<file path="config.mk">
export PLATFORM = sky130hd
export DESIGN_NAME = optical_nxn_cfg_sequencer
export DESIGN_NICKNAME = d
export VERILOG_FILES = /design/src/rtl/opt_ctrl_pkg.sv /design/src/rtl/opt_grant_capture.sv /design/src/rtl/optical_nxn_cfg_sequencer.sv
export SDC_FILE = /design/constraint.sdc
export NUM_CORES = 1
export LEC_CHECK = 0
export ABC_CLOCK_PERIOD_IN_PS = 2700
export CAP_MARGIN = 10
export CORE_AREA = 8 8 100 102
export DETAILED_ROUTE_END_ITERATION = 10
export DIE_AREA = 0 0 108 110
export PLACE_DENSITY = 0.73
export SETUP_SLACK_MARGIN = 0.15
export SLEW_MARGIN = 20
export SYNTH_ARGS = -nofsm -noshare
export SYNTH_HDL_FRONTEND = slang
export SYNTH_SLANG_ARGS = --single-unit
</file>
<file path="constraint.sdc">
create_clock -name i_clk -period 2.7 [get_ports i_clk]
set_input_delay 0.54 -clock i_clk [delete_from_list [all_inputs] [get_ports i_clk]]
set_output_delay 0.54 -clock i_clk [all_outputs]
set_load 0.03 [all_outputs]
</file>
<file path="src/rtl/opt_ctrl_pkg.sv">
// rtl/opt_ctrl_pkg.sv - shared states, switch constants and counter sizing for the optical switch controller
package opt_ctrl_pkg;

    typedef enum logic [2:0] {
        ST_IDLE,
        ST_ISSUE,
        ST_COLLECT,
        ST_OUTPUT,
        ST_SETTLE,
        ST_DONE,
        ST_ABORT
    } cfg_state_e;

    // 2x2 optical element settings used inside the grant words
    localparam logic P_BAR   = 1'b0;
    localparam logic P_CROSS = 1'b1;

    // Width of a counter that must hold 0..max_val without wrapping
    function automatic int cnt_width(input int max_val);
        if (max_val < 1) begin
            return 1;
        end
        return $clog2(max_val + 1);
    endfunction

endpackage

</file>
<file path="src/rtl/opt_grant_capture.sv">
// rtl/opt_grant_capture.sv - one stage's grant capture register with first-capture-wins collected flag
module opt_grant_capture #(
    parameter int P_W = 6
) (
    input  logic           i_clk,
    input  logic           i_rst,
    input  logic           i_clr,
    input  logic           i_cap_en,
    input  logic [P_W-1:0] i_grant,
    output logic [P_W-1:0] o_data,
    output logic           o_collected,
    output logic           o_fire
);

    // A capture only happens once per request; later valids from this stage are ignored
    assign o_fire = i_cap_en & ~o_collected;

    // Grant word and collected flag, cleared when a new request is accepted
    always_ff @(posedge i_clk or posedge i_rst) begin
        if (i_rst) begin
            o_data      <= '0;
            o_collected <= 1'b0;
        end else if (i_clr) begin
            o_data      <= '0;
            o_collected <= 1'b0;
        end else if (o_fire) begin
            o_data      <= i_grant;
            o_collected <= 1'b1;
        end
    end

endmodule

</file>
<file path="src/rtl/optical_nxn_cfg_sequencer.sv">
// rtl/optical_nxn_cfg_sequencer.sv - request broadcast, grant collection, driver handshake and settling (optional OPT_CFG_TIMEOUT_EN)
module optical_nxn_cfg_sequencer
    import opt_ctrl_pkg::*;
#(
    parameter int P_CTRL_NUM    = 4,
    parameter int P_SUB_GW      = 6,
    parameter int P_REQ_W       = 24,
    parameter int P_SETTLE_CYC  = 16,
    parameter int P_TIMEOUT_CYC = 64
) (
    input  logic                           i_clk,
    input  logic                           i_rst,
    input  logic [P_REQ_W-1:0]             i_req,
    input  logic                           i_req_valid,
    output logic                           o_req_ready,
    output logic [P_REQ_W-1:0]             o_sub_req,
    output logic                           o_sub_req_valid,
    input  logic [P_CTRL_NUM*P_SUB_GW-1:0] i_sub_grant,
    input  logic [P_CTRL_NUM-1:0]          i_sub_valid,
    output logic                           o_config_end,
    output logic [P_CTRL_NUM*P_SUB_GW-1:0] o_sw_cfg,
    output logic                           o_sw_cfg_valid,
    input  logic                           i_sw_cfg_ready,
    output logic                           o_busy,
    output logic                           o_timeout,
    output logic [P_CTRL_NUM-1:0]          o_err_mask
);

    localparam int CFG_W = P_CTRL_NUM * P_SUB_GW;
    localparam int SET_W = cnt_width(P_SETTLE_CYC);

    cfg_state_e state;
    cfg_state_e state_nxt;

    logic                  accept;
    logic                  cap_window;
    logic                  all_done;
    logic                  timeout_hit;
    logic                  settle_last;
    logic [P_CTRL_NUM-1:0] collected;
    logic [P_CTRL_NUM-1:0] fire;
    logic [CFG_W-1:0]      shadow;
    logic [CFG_W-1:0]      sw_cfg_q;
    logic [SET_W-1:0]      settle_cnt;

    assign accept     = i_req_valid & o_req_ready;
    assign cap_window = (state == ST_ISSUE) || (state == ST_COLLECT);
    // Same-cycle captures count toward completion
    assign all_done   = &(collected | fire);

    for (genvar k = 0; k < P_CTRL_NUM; k++) begin : g_cap
        opt_grant_capture #(
            .P_W(P_SUB_GW)
        ) u_cap (
            .i_clk      (i_clk),
            .i_rst      (i_rst),
            .i_clr      (accept),
            .i_cap_en   (cap_window & i_sub_valid[k]),
            .i_grant    (i_sub_grant[k*P_SUB_GW +: P_SUB_GW]),
            .o_data     (shadow[k*P_SUB_GW +: P_SUB_GW]),
            .o_collected(collected[k]),
            .o_fire     (fire[k])
        );
    end

    // State register
    always_ff @(posedge i_clk or posedge i_rst) begin
        if (i_rst) begin
            state <= ST_IDLE;
        end else begin
            state <= state_nxt;
        end
    end

    // Next-state decode
    always_comb begin
        state_nxt = state;
        case (state)
            ST_IDLE: begin
                if (accept) begin
                    state_nxt = ST_ISSUE;
                end
            end
            ST_ISSUE: begin
                state_nxt = ST_COLLECT;
            end
            ST_COLLECT: begin
                if (all_done) begin
                    state_nxt = ST_OUTPUT;
                end else if (timeout_hit) begin
                    state_nxt = ST_ABORT;
                end
            end
            ST_OUTPUT: begin
                if (i_sw_cfg_ready) begin
                    state_nxt = (P_SETTLE_CYC == 0) ? ST_DONE : ST_SETTLE;
                end
            end
            ST_SETTLE: begin
                if (settle_last) begin
                    state_nxt = ST_DONE;
                end
            end
            ST_DONE: begin
                state_nxt = ST_IDLE;
            end
            ST_ABORT: begin
                state_nxt = ST_IDLE;
            end
            default: begin
                state_nxt = ST_IDLE;
            end
        endcase
    end

    // Accepted request is held for the sub-controllers until the next accept
    always_ff @(posedge i_clk or posedge i_rst) begin
        if (i_rst) begin
            o_sub_req <= '0;
        end else if (accept) begin
            o_sub_req <= i_req;
        end
    end

    // Last configuration handed to the driver; survives aborts
    always_ff @(posedge i_clk or posedge i_rst) begin
        if (i_rst) begin
            sw_cfg_q <= '0;
        end else if (state == ST_OUTPUT) begin
            sw_cfg_q <= shadow;
        end
    end

    // Settling counter runs only inside SETTLE and restarts from zero on every entry
    always_ff @(posedge i_clk or posedge i_rst) begin
        if (i_rst) begin
            settle_cnt <= '0;
        end else if ((state == ST_SETTLE) && !settle_last) begin
            settle_cnt <= settle_cnt + 1'b1;
        end else begin
            settle_cnt <= '0;
        end
    end

    assign settle_last = (int'(settle_cnt) == P_SETTLE_CYC - 1);

`ifdef OPT_CFG_TIMEOUT_EN
    localparam int TMO_W = cnt_width(P_TIMEOUT_CYC);

    logic [TMO_W-1:0]      timer;
    logic [P_CTRL_NUM-1:0] err_q;

    assign timeout_hit = (state == ST_COLLECT) && (int'(timer) == P_TIMEOUT_CYC - 1);

    // Collection timer, cleared in ISSUE and stopped at the abort point
    always_ff @(posedge i_clk or posedge i_rst) begin
        if (i_rst) begin
            timer <= '0;
        end else if (state == ST_ISSUE) begin
            timer <= '0;
        end else if ((state == ST_COLLECT) && !timeout_hit) begin
            timer <= timer + 1'b1;
        end
    end

    // Missing-stage mask from the abort, held until the next request is accepted
    always_ff @(posedge i_clk or posedge i_rst) begin
        if (i_rst) begin
            err_q <= '0;
        end else if (accept) begin
            err_q <= '0;
        end else if (state == ST_ABORT) begin
            err_q <= ~collected;
        end
    end

    assign o_timeout  = (state == ST_ABORT);
    assign o_err_mask = (state == ST_ABORT) ? ~collected : err_q;
`else
    assign timeout_hit = 1'b0;
    assign o_timeout   = 1'b0;
    assign o_err_mask  = '0;
`endif

    assign o_req_ready     = (state == ST_IDLE) & ~i_rst;
    assign o_busy          = (state != ST_IDLE);
    assign o_sub_req_valid = (state == ST_ISSUE);
    assign o_sw_cfg_valid  = (state == ST_OUTPUT);
    assign o_sw_cfg        = (state == ST_OUTPUT) ? shadow : sw_cfg_q;
    assign o_config_end    = (state == ST_DONE) || (state == ST_ABORT);

endmodule
</file>
# ---- After elaboration in Yosys (flattened, before gate mapping)
# Index checks and enable logic that the tools add are counted.
dict set report totals {
  word_cells 75
  ff_bits 84
  inputBits 56
}
dict set report op_classes {
  n_eq_ne 11
  n_reduce_logical 12
  add_sub_neg 1
  n_bitwise 16
  n_mux 23
}
# operator n
set op_table {}
lappend op_table {{6-bit 2-to-1 mux} 8}
lappend op_table {{24-bit 2-to-1 mux} 1}
lappend op_table {{3-bit one-hot mux with 5 select lines} 1}
lappend op_table {{3-bit 2-to-1 mux} 4}
lappend op_table {{1-bit bitwise AND} 10}
lappend op_table {{3-bit equality test (second input constant)} 3}
lappend op_table {{1-bit 2-to-1 mux} 8}
lappend op_table {{4-bit AND reduction} 2}
lappend op_table {{2-bit nonzero test} 4}
lappend op_table {{3-bit by 2-bit equality test with 1-bit output (second input constant)} 2}
lappend op_table {{2-bit != test (second input constant)} 3}
lappend op_table {{5-bit by 1-bit adder with 5-bit output (second input constant)} 1}
lappend op_table {{5-bit equality test (second input constant)} 1}
lappend op_table {{5-bit 2-to-1 mux} 1}
lappend op_table {{1-bit NOT} 5}
lappend op_table {{4-bit bitwise OR} 1}
lappend op_table {{3-bit by 1-bit equality test with 1-bit output (second input constant)} 1}
lappend op_table {{3-bit logical NOT} 1}
lappend op_table {{3-bit nonzero test} 1}
lappend op_table {{1-bit logical OR} 2}
lappend op_table {{2-bit by 1-bit != test with 1-bit output (second input constant)} 1}
lappend op_table {{1-bit logical AND} 1}
lappend op_table {{1-bit logical NOT} 1}

# ---- Longest topological paths before layout
# Gate-level depths: netlist of the first run.
dict set report logic_depth {
  ltp_word 8
  ltp_mapped 7
  depth_no_buf 5
}

# ---- By module
# Synthesis of the first run repeated with hierarchy kept, for this count alone.
dict set report unflattened {
  hier_cells 277
  area_unflattened_um2 3813.7
}
# module cells_per_inst area_per_inst_um2 instances
set modules_own_cells {}
lappend modules_own_cells {optical_nxn_cfg_sequencer 157 2382.3 1}
lappend modules_own_cells {opt_grant_capture 30 357.8 4}

# ---- Worst setup path after synthesis of the first run
# OpenSTA, ideal clock, no wires.
dict set report synth_path {
  path_kind {flip-flop to output port}
  start {reg state[2]}
  end {out o_sw_cfg[14]}
  path_stages_with_launch 6
  arrival_ns 1.788
  slack_ns 0.372
  path_cell_list {dfrtp_1 > nand3b_1 > clkinv_1 > clkbuf_1 > nand2_1 > nand2_1}
}
dict set report synth_via {
  elab_chain_len 2
}
# item line_no
set synth_lines {}
lappend synth_lines {{start, declared} optical_nxn_cfg_sequencer.sv:32} ;# cfg_state_e state;
lappend synth_lines {{start signal, assigned} optical_nxn_cfg_sequencer.sv:71} ;# state <= state_nxt;
lappend synth_lines {{3-bit by 2-bit equality test with 1-bit output} n/a}
lappend synth_lines {{named net o_sw_cfg_valid} optical_nxn_cfg_sequencer.sv:22} ;# output logic o_sw_cfg_valid,
lappend synth_lines {{24-bit 2-to-1 mux} n/a}
lappend synth_lines {{end, declared} optical_nxn_cfg_sequencer.sv:21} ;# output logic [P_CTRL_NUM*P_SUB_GW-1:0] o_sw_cfg,
# The timed path passes the listed nets, and every way through them passes these cells.

# ---- Worst setup path after layout of the first run
dict set report layout_path {
  start {reg state[2]}
  end {out o_busy}
}
dict set report layout_via {
  elab_chain_len 1
}
# item line_no
set layout_lines {}
lappend layout_lines {{3-bit nonzero test} optical_nxn_cfg_sequencer.sv:186} ;# assign o_busy = (state != ST_IDLE);
lappend layout_lines {{end, declared} optical_nxn_cfg_sequencer.sv:24} ;# output logic o_busy,
# No other way between the ends.

==> results of run 1 <==
==> repair_timing <==
| item | CTS | global route |
|---|---|---|
| resized for setup | 24 | 3 |
| endpoints found under the hold margin | 0 | 0 |
| buffers inserted | 0 | 0 |
| endpoints found under the setup margin | 24 | 3 |
==> path summary, 6_finish.rpt <==
| check | from | to | slack [ns] | cells after the start |
|---|---|---|---|---|
| hold reg to reg | settle_cnt[0] | settle_cnt[0] | 0.46 | 1 |
| min in group asynchronous | i_rst | g_cap[1].u_cap.o_data[1] | 0.65 | 2 |
| setup / recovery | state[2] | o_busy | 0.22 | 3 |
| setup reg to reg | state[0] | g_cap[1].u_cap.o_data[3] | 0.77 | 5 |
| hold / removal | settle_cnt[0] | settle_cnt[0] | 0.46 | 1 |
| max in group asynchronous | i_rst | o_sub_req[23] | 1.51 | 3 |
==> cell usage in the layout, fill, tap and decap left out, types with 3 or more instances in the layout <==
| cell type | n |
|---|---|
| dfrtp_1 | 84 |
| dlygate4sd2_1 | 24 |
| nand2_1 | 72 |
| nor2_1 | 15 |
| dlymetal6s2s_1 | 3 |
| clkbuf_8 | 9 |
| mux2_2 | 24 |
| clkdlybuf4s50_1 | 81 |
| a22o_1 | 25 |
| a21oi_1 | 3 |
| buf_12 | 4 |
| buf_4 | 4 |
| conb_1 | 5 |
==> per-layer routing <==
layer | vias to the layer above | track usage [%] | part of all wire (%)
li1 | 1139 | - | -
met1 | 1162 | 17.1 | 42
met2 | 87 | 20.4 | 46
met3 | 10 | 6.69 | 11
met4 | 0 | 5.05 | 1.2
met5 | - | 0 | 0
==> synth_stat cells (all sizes together) (2+ instances only) <==
| master | instances | area, um2 |
|---|---|---|
| ha | 2 | 25.0 |
| nor4b | 4 | 77.6 |
| buf | 12 | 90.1 |
| and3 | 2 | 12.5 |
| inv | 3 | 11.3 |
| o21ai | 2 | 10.0 |
| clkbuf | 4 | 15.0 |
| nand3b | 2 | 15.0 |
| a21oi | 3 | 15.0 |
| mux2 | 24 | 270 |
| nor2 | 17 | 68.8 |
| a22o | 25 | 219 |
| dfrtp | 84 | 2100 |
| nor3 | 2 | 10.0 |
| xnor2 | 2 | 36.3 |
| nor3b | 2 | 15.0 |
| nand2 | 72 | 270 |
==> critical path, delay by kind of cell, from the launching register on <==
family | cells | cell delay, ns
buffers and inverters | 2 | 0.81
flip-flops | 1 | 0.38
AND/OR/NAND/NOR | 1 | 0.41
==> cells by family (layout without fill, tap and decap cells) <==
kind of cell	Yosys count	in the layout	share of synthesized area, %
flops	84	84	63.1
buf+inv	20	136	3.60
fa+ha+maj	2	2	0.751
xor+xnor	3	3	1.35
compound gates	32	32	7.81
other cells	1	5	0.113
simple gates	106	106	15.2
mux	24	24	8.11
==> layout make-up <==
cell class                 instances  share of cell area [%]
sequential                        84                    44.1
clock inverter                     5                    1.79
tap                              108                    2.84
clock buffer                      11                    2.76
timing repair buffer             116                    24.5
inverter                           4                   0.394
multi-input combinational        172                    23.6
==> flip-flops by register name, summed over array words and instances (netlist names) <==
register / cells
o_sub_req: 24
settle_cnt: 5
g_cap.u_cap.o_collected: 4
g_cap.u_cap.o_data: 24
sw_cfg_q: 24
state: 3
==> per-stage QoR <==
stage / setup slack (ns) / std cells
6_report: 0.222 / 500
5_1_grt: 0.160 / 500
4_1_cts: 0.165 / 500
3_5_place_dp: 0.188 / 484
3_3_place_gp: 0.257 / 484
2_1_floorplan: 0.372 / 276
==> power breakdown <==
part	total (mW)	internal, mW	switching, mW
logic	2.59	1.07	1.53
registers	1.94	1.72	0.221
clock network	0.984	0.527	0.457
total	5.52	3.32	2.20
==> key figures, run 1 <==
Status
  – Status: completed

Route
  – WL/cell: roughly 16 um
  – Via count: 2398
  – DRT antenna net count: 0
  – Detailed Route WL: 8010 um
  – Initial DRC Count: 81
  – DRC Markers: 0
  – DR vias/cell: 4.80
  – Pre-antenna DRT Iters: 4

Synth
  – Synthesis warning total: 0
  – Cell Area, Synth: 3330 um2
  – Cell variety after synth: 32
  – Sequential share of the synthesized area: 63.1%
  – Async SR Flop Fraction: 100%
  – Yosys reg bits: 84
  – Syn_area_per_cell: 12.2 um2
  – Main synth FF type: dfrtp_1
  – Gate Count Post-Synth: 272
  – Post-synth EDFFs: 0

Layout
  – Ant diodes: 0
  – # fillers: 742
  – Cell area after layout: 4770 um2
  – Post-Route Utilization: 56.3%
  – Reg area: 2100 um2
  – Syn-to-layout area delta: 43.0%
  – Fraction of layout cells with a size suffix above 1: 14.0%
  – Area taken by multi-input logic gates: 1120 um2
  – Nets: 445

Setup path
  – Worst Path Arrival: 1.94 ns
  – Critical setup path kind: reg -> out
  – CP Cell Sequence: buf_4 -> or3_1 -> clkdlybuf4s50_1
  – CP max stage delay: 0.61 ns
  – Crit-path max FO: 15
  – Slowest cell on the critical path: clkdlybuf4s50_1
  – Element type at the critical path end: primary output
  – Crit path launch type: flip-flop
  – Required time of the critical path: 2.16 ns

Timing
  – RSZ-0062 raised after global routing: no
  – Worst-margin pin slew: about 0.76 ns
  – Fmax: 0.403 GHz
  – Max_slew headroom: between 40% and 50%
  – Final setup fails: 0
  – Setup TNS: 0 ns
  – Worst Clk Skew: 0.0109 ns
  – Final count of hold timing violations: 0
  – Tmin final: 2.48 ns
  – Worst Hold Slack: 0.458 ns
  – Final period utilization: 91.8%
  – Max Slew Vio Count: 0

Clock network
  – Root Buffer: clkbuf_8
  – CTS tree: done
  – Skew-Pair Late Insertion Delay: approximately 0.35 ns
  – Hold_buf cts: 0
  – Clk slew on worst S/H paths: around 0.080 ns
  – Clock tree buffer depth: 2
  – CTS Buf Count: 9
  – H-tree depth: 3
  – Clock tree sinks: 84

Floorplanning
  – Die width: between 100 and 150 um
  – # IOs: 114
  – Die area: roughly 12000 um2
  – Effective utilization at floorplan: 39.4%
  – Die Y: 110 um
  – Core area: 8470 um2
  – # rows: 34

GRT
  – Grt ovf: 0
  – Largest net degree at the start of global routing: 34
  – Global-route wire length before repair: 12800 um
  – Total GRT Usage: 13.8%
  – Initial antenna violation count: 0
  – Vias in the first global route: 2523

Place
  – HPWL Detailed: 5770 um
  – Placed cell areas: 4570 um2
  – Routability cong.: 0.740
  – Port buffer count: 108

Pwr
  – Peak supply drop: 0.664 mV
  – Power density over the cells: around 1200 nW/um2
  – Total power: 5.52 mW
  – Leakage: approximately 2.3 nW

Min path
  – Worst min-delay path category: reg -> reg

Flow run
  – Maxcap violations: 0
(Power assumes the default switching activity.)
==> inputs of run 2 (changes only) <==
CORE_AREA = 2 2 94 96   (was 8 8 100 102)
DIE_AREA = 0 0 96 98   (was 0 0 108 110)
PLACE_DENSITY = 0.82   (was 0.73)
==> key figures, run 2 (same netlist as run 1, synthesis figures left out) <==
Timing
  – Worst-margin pin slew: 0.742 ns (was 0.762 ns)
  – Max_slew headroom: 50.4% (was 49.0%)
  – Worst Clk Skew: 0.0121 ns (was 0.0109 ns)
  – RSZ-0062 raised after global routing: yes (was no)
  – Final count of hold timing violations: 0 (unchanged)
  – Final period utilization: 94.9% (was 91.8%)
  – Setup TNS: 0 ns (unchanged)
  – Tmin final: 2.56 ns (was 2.48 ns)
  – Final setup fails: 0 (unchanged)
  – Worst Hold Slack: 0.463 ns (was 0.458 ns)
  – Max Slew Vio Count: 0 (unchanged)
  – Final WS setup: 0.139 ns (was 0.222 ns)
  – Fmax: 0.390 GHz (was 0.403 GHz)

Route
  – Detailed Route WL: 7590 um (was 8010 um)
  – DRC Markers: 0 (unchanged)
  – DRT antenna net count: 0 (unchanged)
  – WL/cell: 15.2 um (was 16.0 um)
  – Pre-antenna DRT Iters: 4 (unchanged)
  – Via count: 2447 (was 2398)
  – Initial DRC Count: 113 (was 81)
  – DR vias/cell: 4.88 (was 4.80)

Layout
  – Syn-to-layout area delta: 42.4% (was 43.0%)
  – Ant diodes: 0 (unchanged)
  – Top Registers: g_cap.u_cap.o_data: 24 flops, o_sub_req: 24 flops, sw_cfg_q: 24 flops (unchanged)
  – Most frequent cells in the layout: 89 x clkdlybuf4s50_1, 84 x dfrtp_1, 72 x nand2_1 (was 84 x dfrtp_1, 81 x clkdlybuf4s50_1, 72 x nand2_1)
  – Nets: 446 (was 445)
  – # fillers: 734 (was 742)
  – Commonest non-fill, non-tap cell in the layout: clkdlybuf4s50_1 (was dfrtp_1)
  – Cell area after layout: 4740 um2 (was 4770 um2)
  – Fraction of layout cells with a size suffix above 1: 15.0% (was 14.0%)

Floorplanning
  – Core area: 8470 um2 (unchanged)
  – # IOs: 114 (unchanged)
  – # rows: 34 (unchanged)
  – Die width: 96 um (was 108 um)
  – Die Y: 98 um (was 110 um)
  – Effective utilization at floorplan: 39.4% (unchanged)
  – Die area: 9410 um2 (was 11900 um2)

Clock network
  – Clock tree buffer depth: 2 (unchanged)
  – H-tree depth: 3 (unchanged)
  – # Post-CTS Setup Buffers: 0 (unchanged)
  – CTS tree: done (unchanged)
  – CTS Buf Count: 9 (unchanged)
  – Skew-Pair Late Insertion Delay: 0.35 ns (about the same)
  – Clk slew on worst S/H paths: 0.10 ns (was 0.08 ns)
  – Root Buffer: clkbuf_8 (unchanged)
  – Clock tree sinks: 84 (unchanged)

Setup path
  – Worst r2r src: state[0] (unchanged)
  – Crit path launch type: flip-flop (unchanged)
  – Element type at the critical path end: primary output (unchanged)
  – R2r setup slk: 0.77 ns (about the same)
  – Critical setup path kind: reg -> out (unchanged)
  – Required time of the critical path: 2.16 ns (about the same)
  – Worst Path Arrival: 2.02 ns (was 1.94 ns)
  – Worst setup startpoint: state[1] (was state[2])
  – FF-to-FF path depth: 5 (unchanged)
  – Crit-path max FO: 25 (was 15)
  – Reg2reg end: g_cap[1].u_cap.o_data[3] (unchanged)
  – CP endpoint: o_sw_cfg[2] (was o_busy)

Place
  – DP Worst Slack: 0.195 ns (was 0.188 ns)
  – Port buffer count: 108 (unchanged)
  – Placed cell areas: 4570 um2 (about the same)
  – Routability cong.: 0.748 (was 0.740)
  – HPWL Detailed: 5470 um (was 5770 um)

GRT
  – GRT busiest layer: met2 (unchanged)
  – GR Layer Usage met3: 5.25% (was 6.69%)
  – Grt ovf: 0 (unchanged)
  – Total GRT Usage: 17.1% (was 13.8%)
  – Vias in the first global route: 2630 (was 2523)
  – Initial antenna violation count: 0 (unchanged)
  – Global-route wire length before repair: 12500 um (was 12800 um)
  – Largest net degree at the start of global routing: 45 (was 34)
  – M1 GR Usage: 21.4% (was 17.1%)
  – GR Layer Usage met2: 27.2% (was 20.4%)

Pwr
  – Peak supply drop: 0.725 mV (was 0.664 mV)
  – Leakage: 2.27 nW (was 2.30 nW)
  – Power density over the cells: 1140 nW/um2 (was 1160 nW/um2)

Flow run
  – Maxcap violations: 0 (unchanged)

Min path
  – Worst min-delay path category: reg -> reg (unchanged)

Status
  – Status: completed (unchanged)
## run 2: layout make-up
class	count	area, um2	share of cell area, %
clock buffers	9	124	2.61
clock inverters	7	63.8	1.35
repair buffers	117	1170	24.7
inverters	4	20.0	0.422
flip-flops and latches	84	2100	44.3
multi-input cells	172	1120	23.7
well taps	108	135	2.85
## run 2: critical path, cell delays in order, from the launching register on
cell             delay [ns]
dfrtp_1                0.39
nand3b_1               0.12
buf_4                  0.30
nand2_1                0.09
nand2_1                0.10
clkdlybuf4s50_1        0.67
## run 2: stage by stage
step / power, mW / util (%) / std cells
after detailed placement: 4.70 / 53.9 / 485
after global placement: 4.62 / 53.9 / 485
after global routing: 5.74 / 56.0 / 501
after floorplan: 3.60 / - / 276
after CTS: 5.49 / 55.9 / 501
final: 5.43 / 56.0 / 501
## run 2: what timing repair did
action	4_1_cts	5_1_grt
endpoints found under the setup margin	24	10
hold buffers	0	0
resized for setup	17	3
## run 2: worst min-delay path by stage
stage	from	end	slack (ns)	depth (start not counted)
floorplan	settle_cnt[0]	settle_cnt[0]	0.43	1
global placement	settle_cnt[0]	settle_cnt[0]	0.44	1
detailed placement	settle_cnt[0]	settle_cnt[0]	0.46	1
CTS	settle_cnt[0]	settle_cnt[0]	0.47	1
global route	sw_cfg_q[17]	sw_cfg_q[17]	0.50	2
finish	settle_cnt[0]	settle_cnt[0]	0.46	1
## run 2: power by group
group	internal [mW]	switching (mW)
Sequential	1.72	0.225
Combinational	1.11	1.52
Clock	0.355	0.495
## run 2: layer usage
metal	share of wire (%)	wire length [um]
met1	42	3190
met2	49	3750
met3	7.3	556
met4	1.3	96
met5	0	0
==> inputs of run 3 (changes only) <==
ABC_CLOCK_PERIOD_IN_PS = 2550   (was 2700)
CORE_AREA = 2 2 90 92   (was 2 2 94 96)
DIE_AREA = 0 0 92 94   (was 0 0 96 98)
PLACE_DENSITY = 0.85   (was 0.82)
clock period = 2.55 ns   (was 2.7 ns; I/O delays follow)
==> key figures, run 3 (same netlist as run 1, synthesis figures left out) <==
GRT
  – Largest net degree at the start of global routing: 34 (was 45)
  – Initial antenna violation count: 0 (unchanged)
  – Total GRT Usage: 17.6% (was 17.1%)
  – Grt ovf: 0 (unchanged)
  – Vias in the first global route: 2508 (was 2630)
  – Global-route wire length before repair: 12000 um (was 12500 um)

Setup path
  – Critical setup path kind: reg -> out (unchanged)
  – Worst Path Arrival: 1.78 ns (was 2.02 ns)
  – CP dominant cell by count: nand2_1 (unchanged)
  – Delay-heaviest family, CP: buffers and inverters (unchanged)
  – Slowest cell on the critical path: dlygate4sd2_1 (was clkdlybuf4s50_1)
  – Crit-path max FO: 19 (was 25)
  – CP max stage delay: 0.40 ns (was 0.67 ns)
  – Crit path launch type: flip-flop (unchanged)
  – Required time of the critical path: 2.04 ns (was 2.16 ns)
  – CP Cell Sequence: nand3b_1 -> clkinv_1 -> buf_4 -> nand2_1 -> nand2_1 -> dlygate4sd2_1 (was nand3b_1 -> buf_4 -> nand2_1 -> nand2_1 -> clkdlybuf4s50_1)
  – Element type at the critical path end: primary output (unchanged)
  – Worst Path Buf+Inv: 3 (was 2)

Route
  – WL/cell: 14.9 um (was 15.2 um)
  – Via count: 2423 (was 2447)
  – Detailed Route WL: 7390 um (was 7590 um)
  – DRC Markers: 0 (unchanged)
  – Pre-antenna DRT Iters: 4 (unchanged)
  – Initial DRC Count: 101 (was 113)
  – DR vias/cell: 4.89 (was 4.88)
  – DRT antenna net count: 0 (unchanged)

Timing
  – Fmax: between 0.4 and 0.5 GHz
  – Worst Clk Skew: 0.0104 ns (was 0.0121 ns)
  – RSZ-0062 raised after global routing: no (was yes)
  – Final count of hold timing violations: 0 (unchanged)
  – Max_slew headroom: 48.2% (was 50.4%)
  – Worst-margin pin slew: 0.776 ns (was 0.742 ns)
  – Final period utilization: 89.9%
  – Tmin final: 2.29 ns
  – Max Slew Vio Count: 0 (unchanged)
  – Final setup fails: 0 (unchanged)
  – Setup TNS: 0 ns (unchanged)

Clock network
  – H-tree depth: 3 (unchanged)
  – # Post-CTS Setup Buffers: 0 (unchanged)
  – Clk slew on worst S/H paths: 0.09 ns (was 0.10 ns)
  – Clock tree sinks: 84 (unchanged)
  – Clock tree buffer depth: 2 (unchanged)
  – Skew-Pair Late Insertion Delay: 0.34 ns (was 0.35 ns)
  – CTS Buf Count: 9 (unchanged)
  – CTS tree: done (unchanged)
  – Hold_buf cts: 0 (unchanged)
  – Root Buffer: clkbuf_8 (unchanged)

Status
  – Status: completed (unchanged)

Floorplanning
  – Die area: 8650 um2 (was 9410 um2)
  – Core area: 7610 um2 (was 8470 um2)
  – # IOs: 114 (unchanged)
  – Die width: 92 um (was 96 um)
  – Effective utilization at floorplan: 43.8% (was 39.4%)
  – Die Y: 94 um (was 98 um)
  – # rows: 32 (was 34)

Layout
  – Area taken by multi-input logic gates: 1120 um2 (unchanged)
  – Fraction of layout cells with a size suffix above 1: 15.3% (was 15.0%)
  – Reg area: 2100 um2 (unchanged)
  – Commonest non-fill, non-tap cell in the layout: dfrtp_1 (was clkdlybuf4s50_1)
  – Cell area after layout: 4760 um2 (was 4740 um2)
  – Nets: 446 (unchanged)
  – Post-Route Utilization: 62.5% (was 56.0%)
  – Syn-to-layout area delta: 42.8% (was 42.4%)
  – Post-Layout Cell Count: 495 (was 501)
  – # fillers: 618 (was 734)
  – Most frequent cells in the layout: 84 x dfrtp_1, 79 x clkdlybuf4s50_1, 72 x nand2_1 (was 89 x clkdlybuf4s50_1, 84 x dfrtp_1, 72 x nand2_1)
  – Ant diodes: 0 (unchanged)
  – Top Registers: g_cap.u_cap.o_data: 24 flops, o_sub_req: 24 flops, sw_cfg_q: 24 flops (unchanged)

Pwr
  – Peak supply drop: 0.629 mV (was 0.725 mV)
  – Power density over the cells: 1230 nW/um2 (was 1140 nW/um2)
  – Leakage: 2.28 nW (was 2.27 nW)

Min path
  – Worst min-delay path category: reg -> reg (unchanged)

Place
  – Routability cong.: 0.762 (was 0.748)
  – HPWL Detailed: 5320 um (was 5470 um)
  – Placed instance count: 479 (was 485)
  – Placed cell areas: 4560 um2 (was 4570 um2)
  – Port buffer count: 108 (unchanged)

Flow run
  – Maxcap violations: 0 (unchanged)
[run 3: changes by cell type in the layout (fill, tap and decap cells not counted), moves of 2 or more]
cell             before  now
bufinv_16             0    2
inv_6                 2    0
clkdlybuf4s15_1       0    7
inv_8                 2    0
clkbuf_2              0    3
clkdlybuf4s50_1      89   79
[run 3: what timing repair did]
item                                    4_1_cts  5_1_grt
endpoints found under the setup margin       28       12
endpoints found under the hold margin         0        0
gates resized for setup                      28       15
[run 3: worst register-to-register path, delay by kind of cell (launching register included)]
| family | cells | cell delay [ns] |
|---|---|---|
| xor gates and xnor gates | 1 | 0.20 |
| AOI/OAI and AO/OA | 1 | 0.23 |
| buffers and inverters | 1 | 0.17 |
| and+or+nand+nor | 2 | 0.86 |
| DFF | 1 | 0.39 |
[run 3: layout make-up]
type	count	share of cell area [%]
clock buffers	11	2.97
inverters	4	0.394
repair buffers	117	24.3
flip-flops and latches	84	44.2
clock inverters	5	1.79
multi-input cells	172	23.6
well taps	102	2.68
[run 3: worst paths after layout]
check | from | cells after the start | to | slack (ns)
worst max-delay path | state[2] | 6 | o_sw_cfg[6] | 0.26
worst min-delay path | sw_cfg_q[0] | 2 | sw_cfg_q[0] | 0.47
worst max register to register | state[0] | 5 | g_cap[0].u_cap.o_data[2] | 0.60
worst min register to register | sw_cfg_q[0] | 2 | sw_cfg_q[0] | 0.47
max in group asynchronous | i_rst | 3 | o_sub_req[8] | 1.44
min in group asynchronous | i_rst | 2 | g_cap[1].u_cap.o_data[0] | 0.58
[run 3: power breakdown]
part           total [mW]  switching, mW  leakage [nW]  internal (mW)
sequential           2.05          0.230          1.07           1.82
clock                1.05          0.468         0.110          0.583
combinational        2.74           1.62          1.10           1.12
[run 3: per-layer routing]
layer	vias to the layer above	global-route usage, %	wire length (um)
li1	1145	-	-
met1	1179	22.7	3250
met2	89	28.5	3480
met3	10	5.30	547
met4	0	6.47	110
met5	-	0	0
[run 3: per-stage QoR]
step	total power, mW	setup WS (ns)	hold slack, ns
6_report	5.84	0.257	0.474
5_1_grt	6.17	0.151	0.495
4_1_cts	5.90	0.0704	0.475
3_5_place_dp	4.96	0.126	0.457
3_3_place_gp	4.88	0.175	0.444
2_1_floorplan	3.81	0.252	0.433
